### config.mk
export PLATFORM = sky130hd
export DESIGN_NAME = bin_bcd_seq_flat
export DESIGN_NICKNAME = d
export VERILOG_FILES = /design/src/rtl/bin_bcd_seq_if.sv /design/src/rtl/bin_bcd_seq.sv /design/src/flat_wrapper.sv
export SDC_FILE = /design/constraint.sdc
export NUM_CORES = 1
export LEC_CHECK = 0
export CAP_MARGIN = 20
export CORE_ASPECT_RATIO = 0.5
export CORE_UTILIZATION = 56
export DETAILED_ROUTE_END_ITERATION = 8
export DONT_BUFFER_PORTS = 1
export PLACE_DENSITY_LB_ADDON = 0.05
export SETUP_SLACK_MARGIN = 0.1
export SLEW_MARGIN = 40
export SYNTH_ARGS = -nofsm -noshare
export SYNTH_HDL_FRONTEND = slang
export SYNTH_SLANG_ARGS = --single-unit
### constraint.sdc
create_clock -name CLK -period 3.7 [get_ports CLK]
set_input_delay 0 -clock CLK [delete_from_list [all_inputs] [get_ports CLK]]
set_output_delay 0 -clock CLK [all_outputs]
set_load 0.02 [all_outputs]
### src/rtl/bin_bcd_seq_if.sv
// Handshake and result bundle between the binary source, the BCD converter
// and the seven-segment digit decoders.
interface bin_bcd_seq_if #(
   parameter int WIDTH  = 16,
   parameter int DIGITS = 5
);
   logic [WIDTH-1:0]    BIN_IN;
   logic                START;
   logic                BUSY;
   logic                DONE;
   logic [4*DIGITS-1:0] DEC_OUT;
   logic [DIGITS-1:0]   LZ_MASK;

   modport master (
      output BIN_IN, START,
      input  BUSY, DONE, DEC_OUT, LZ_MASK
   );

   modport slave (
      input  BIN_IN, START,
      output BUSY, DONE, DEC_OUT, LZ_MASK
   );
endinterface

### src/rtl/bin_bcd_seq.sv
// Iterative binary-to-BCD converter (shift-and-add-3), one bit per cycle.
// Results and leading-zero mask are held stable between DONE pulses.
module bin_bcd_seq #(
   parameter int WIDTH  = 16,
   parameter int DIGITS = 5
) (
   input  logic         CLK,
   input  logic         RESET_N,
   bin_bcd_seq_if.slave bus
);
   localparam int CNT_W = (WIDTH > 1) ? $clog2(WIDTH) : 1;
   localparam logic [CNT_W-1:0] CNT_LAST = CNT_W'(WIDTH - 1);
   localparam logic [DIGITS-1:0] LZ_RST = {{(DIGITS-1){1'b1}}, 1'b0};

   typedef enum logic {IDLE, CONV} state_t;

   state_t              state_q, state_d;
   logic [WIDTH-1:0]    bin_sr_q, bin_sr_d;
   logic [4*DIGITS-1:0] bcd_sr_q, bcd_sr_d;
   logic [CNT_W-1:0]    cnt_q, cnt_d;
   logic [4*DIGITS-1:0] dec_q, dec_d;
   logic [DIGITS-1:0]   lz_q, lz_d;
   logic                done_q, done_d;
   logic [4*DIGITS-1:0] bcd_adj;
   logic [4*DIGITS-1:0] bcd_next;

   // Each nibble is corrected independently; no carry crosses digit borders.
   function automatic logic [4*DIGITS-1:0] add3_digits(input logic [4*DIGITS-1:0] v);
      logic [4*DIGITS-1:0] r;
      r = v;
      for (int i = 0; i < DIGITS; i++) begin
         if (v[4*i +: 4] >= 4'd5) begin
            r[4*i +: 4] = v[4*i +: 4] + 4'd3;
         end
      end
      return r;
   endfunction

   // Units digit is never blanked so that a value of zero still shows "0".
   function automatic logic [DIGITS-1:0] lead_zero_mask(input logic [4*DIGITS-1:0] d);
      logic [DIGITS-1:0] r;
      logic              all_zero;
      r        = '0;
      all_zero = 1'b1;
      for (int i = DIGITS - 1; i >= 1; i--) begin
         all_zero = all_zero && (d[4*i +: 4] == 4'd0);
         r[i]     = all_zero;
      end
      return r;
   endfunction

   always_comb begin
      bcd_adj  = add3_digits(bcd_sr_q);
      bcd_next = (bcd_adj << 1) | {{(4*DIGITS-1){1'b0}}, bin_sr_q[WIDTH-1]};

      state_d  = state_q;
      bin_sr_d = bin_sr_q;
      bcd_sr_d = bcd_sr_q;
      cnt_d    = cnt_q;
      dec_d    = dec_q;
      lz_d     = lz_q;
      done_d   = 1'b0;

      case (state_q)
         IDLE: begin
            if (bus.START) begin
               bin_sr_d = bus.BIN_IN;
               bcd_sr_d = '0;
               cnt_d    = '0;
               state_d  = CONV;
            end
         end
         CONV: begin
            bin_sr_d = bin_sr_q << 1;
            bcd_sr_d = bcd_next;
            cnt_d    = cnt_q + CNT_W'(1);
            // Final shift: publish the completed digits in the same edge.
            if (cnt_q == CNT_LAST) begin
               dec_d   = bcd_next;
               lz_d    = lead_zero_mask(bcd_next);
               done_d  = 1'b1;
               state_d = IDLE;
            end
         end
         default: state_d = IDLE;
      endcase
   end

   always_ff @(posedge CLK or negedge RESET_N) begin
      if (!RESET_N) begin
         state_q  <= IDLE;
         bin_sr_q <= '0;
         bcd_sr_q <= '0;
         cnt_q    <= '0;
         dec_q    <= '0;
         lz_q     <= LZ_RST;
         done_q   <= 1'b0;
      end else begin
         state_q  <= state_d;
         bin_sr_q <= bin_sr_d;
         bcd_sr_q <= bcd_sr_d;
         cnt_q    <= cnt_d;
         dec_q    <= dec_d;
         lz_q     <= lz_d;
         done_q   <= done_d;
      end
   end

   assign bus.BUSY    = (state_q == CONV);
   assign bus.DONE    = done_q;
   assign bus.DEC_OUT = dec_q;
   assign bus.LZ_MASK = lz_q;
endmodule

### src/flat_wrapper.sv
// flat-port wrapper written by rule: the top's interface ports become plain ports
module bin_bcd_seq_flat 
#(
   parameter int WIDTH  = 16,
   parameter int DIGITS = 5
)
  (CLK, RESET_N, bus_BIN_IN, bus_START, bus_BUSY, bus_DONE, bus_DEC_OUT, bus_LZ_MASK);
  bin_bcd_seq_if #(.WIDTH(WIDTH), .DIGITS(DIGITS)) bus_i ();
  input  logic CLK;
  input  logic RESET_N;
  input wire logic [$bits(bus_i.BIN_IN)-1:0] bus_BIN_IN;
  input wire logic [$bits(bus_i.START)-1:0] bus_START;
  output wire logic [$bits(bus_i.BUSY)-1:0] bus_BUSY;
  output wire logic [$bits(bus_i.DONE)-1:0] bus_DONE;
  output wire logic [$bits(bus_i.DEC_OUT)-1:0] bus_DEC_OUT;
  output wire logic [$bits(bus_i.LZ_MASK)-1:0] bus_LZ_MASK;
  assign bus_i.BIN_IN = bus_BIN_IN;
  assign bus_i.START = bus_START;
  assign bus_BUSY = bus_i.BUSY;
  assign bus_DONE = bus_i.DONE;
  assign bus_DEC_OUT = bus_i.DEC_OUT;
  assign bus_LZ_MASK = bus_i.LZ_MASK;
  bin_bcd_seq #(.WIDTH(WIDTH), .DIGITS(DIGITS)) u_core (.CLK(CLK), .RESET_N(RESET_N), .bus(bus_i));
endmodule
==> results_dict.tcl <==
set metrics [dict create \
    routed_via_density 5.65 \
    cp.arrival_ns 2.40 \
    core_mm2 0.00554 \
    critPathLaunchType "flop" \
    layout-drive-gt1-share_pct 7.67 \
    drc_errors 0 \
    syn_inst 330 \
    required_ns 3.97 \
    fillCellCount 434 \
    first_global_vias 2440 \
    slew_viol_final 0 \
    nets 377 \
    synthesis.area_mm2 0.00324 \
    antenna_found_initial 0 \
    gr-usage-all-layers_pct 25.7 \
    cts_tree "built" \
    gp_congestion 0.828 \
    path_clk_slew_ns 0.06 \
    area_delta_synth_final_pct 16.9 \
    cts.sinks 66 \
    antenna_cells 0 \
    ys_seq_area_share_pct 51.1 \
    leakagePower_nw 1.84 \
    numCtsBuffers 9 \
    finalSetupViolCount 0 \
    port_buffers 0 \
    crit_fanout 5 \
    fin_crit_sh_pct 57.4 \
    synth_top_area_share_pct 47.8 \
    worstRegToRegCells 7 \
    finalHoldViolations 0 \
    grt_max_degree 72 \
    max_slew_margin_pct 49.9 \
    clockBufferDepth 2 \
    cts_setup_buffers 0 \
    wl_per_cell_um 16.3 \
    drt_iter0_markers 131 \
    run_status "finished, final reports clean" \
    routed_wl_mm 6.94 \
    maxCapViolCount 0 \
    h-tree-depth 3 \
    die_w_um 110 \
    final_common_cell "nand2_1" \
    syn_avg_cell_area_um2 9.83 \
    period_needed_ns 2.12 \
    crit_path_top_delay_cell "dlygate4sd3_1" \
    ant_nets 0 \
    fin_skew_ns 0.00896 \
    cp_cell_sequence "ha_1, nand2b_1, a21oi_1, xnor2_1, nand2_1, o31ai_1, dlygate4sd3_1" \
    cp_top_family "buffers and inverters" \
    regArea_mm2 0.00166 \
    powerDensity_mw_per_mm2 918 \
    synthTopCellsByArea "dfrtp_1 48%, mux2i_1 8.6%, nand2_1 8.1%, o21ai_0 5.9%, ha_1 4.2%" \
    syn-num-nets 360 \
    clock_latency_ns 0.34 \
    clockRootBuffer "clkbuf_16" \
    path_buf_inv 1 \
    tns_ns 0 \
    yosys.cell_types.count 33 \
    ys.flop_type "dfrtp_1" \
    grt_pass1_wl_mm 11.5 \
    dr.pass1.iters 4 \
    timing.rr.start "u_core.bcd_sr_q[16]" \
    vias 2403 \
    synth-edff-count 0 \
    die-area_mm2 0.00612 \
    grt_overflow_total 0 \
    die_h_um 55.8 \
    synthArstFlopShare_pct 100 \
    start_util_pct 58.5 \
    final_cell_mix "70 x nand2_1, 61 x dfrtp_1, 38 x o21ai_0" \
    critPathKind "reg2reg" \
    ir_drop_mv 0.562 \
    rrSetupSlack_ns 1.58 \
    worstMarginPinSlew_ns 0.751 \
    yosys.area.top_type "dfrtp_1" \
    fmax_mhz 471 \
    hold_class "in2async" \
    cp-end-kind "flop" \
    cpPeakStageDelay_ns 0.58 \
    power_mw 3.48 \
    placementRows 19 \
    rsz0062_at_grt "false" \
    multiInputGateArea_mm2 0.00147 \
    ioPinCount 46 \
    synth-seq-cells 66 \
    yosys_warnings 0 \
    r2r_end "u_core.bcd_sr_q[17]" \
    dp_hpwl_mm 4.13 \
]
## synth_stat cells, types with 2 or more instances
cell type	count
and2_1	5
o21ai_0	38
a21oi_1	13
nand4_1	2
nor3b_1	6
buf_2	3
dfstp_2	4
a21o_1	6
dfrtp_1	62
a22o_1	6
ha_1	11
o31ai_1	7
mux2i_1	28
nand2_1	70
inv_1	11
clkbuf_1	12
nor2_1	9
mux2_2	2
xnor2_1	6
nand2b_1	15
nand3_1	2
## worst reg2reg max path: stages, from the launching register on
cell           delay [ns]
dfrtp_1              0.43
ha_1                 0.21
nand2b_1             0.13
a21oi_1              0.34
xnor2_1              0.20
nand2_1              0.08
o31ai_1              0.10
dlygate4sd3_1        0.58
## per-layer routing
layer  up-vias  wire length (um)  track usage (%)
li1       1155                 -                -
met1      1177              3220             31.9
met2        61              3230             41.4
met3        10               410             9.60
met4         0                86             8.57
met5         -                 0                0
## stage by stage
stage | setup slack [ns] | hold WS, ns | area (um2) | util, % | instances
2_1_floorplan | 1.87 | -0.296 | 3240 | - | 330
3_3_place_gp | 1.79 | -0.294 | 3280 | 59.2 | 388
3_5_place_dp | 1.69 | -0.294 | 3280 | 59.2 | 388
4_1_cts | 1.59 | 0.247 | 3790 | 68.5 | 425
5_1_grt | 1.44 | 0.267 | 3790 | 68.5 | 425
6_report | 1.58 | 0.234 | 3790 | 68.5 | 425
## state kept, by name, summed over array words and instances, names as in the netlist
signal,count
u_core.bcd_sr_q,20
u_core.bin_sr_q,16
u_core.bus.BUSY,1
u_core.bus.DEC_OUT,20
u_core.bus.DONE,1
u_core.bus.LZ_MASK,4
u_core.cnt_q,4
## what timing repair did
| item | in CTS | in global routing |
|---|---|---|
| resized for setup | 0 | 0 |
| hold buffers | 21 | 0 |
| hold endpoints to repair | 100 | 0 |
## final cells by class
type / instances / area share [%]
Multi-Input combinational cell: 236 / 38.9
Sequential cell: 66 / 43.7
Clock buffer: 13 / 6.86
Timing Repair Buffer: 23 / 6.66
Inverter: 11 / 1.09
Clock inverter: 3 / 0.396
Tap cell: 73 / 2.41
## cells by family after synthesis
kind of cell	count (synthesis)	synth area share, %
multiplexers	30	9.34
flip-flops	66	51.1
AND/OR/NAND/NOR	113	15.9
buffers and inverters	28	3.47
AO/OA/AOI/OAI	75	14.2
XOR/XNOR	6	1.62
other	1	0.116
adder cells (fa/ha/maj)	11	4.24
## worst max-delay path by stage
stage,from,to,slack (ns),cells after the start
6_report,u_core.bcd_sr_q[16],u_core.bcd_sr_q[17],1.58,7
2_1_floorplan,u_core.bcd_sr_q[8],u_core.bus.LZ_MASK[1],1.87,6
5_1_grt,u_core.bcd_sr_q[16],u_core.bcd_sr_q[17],1.44,8
4_1_cts,u_core.bcd_sr_q[16],u_core.bcd_sr_q[17],1.59,7
3_3_place_gp,u_core.bcd_sr_q[8],u_core.bus.LZ_MASK[1],1.79,6
3_5_place_dp,u_core.bcd_sr_q[8],u_core.bus.LZ_MASK[1],1.69,6
## power breakdown
group / total, mW / switching [mW] / internal, mW
Sequential: 1.41 / 0.377 / 1.03
Clock: 0.780 / 0.294 / 0.486
Combinational: 1.30 / 0.727 / 0.568
Total: 3.48 / 1.40 / 2.08
Note: power is estimated with default switching activity, not from simulation.
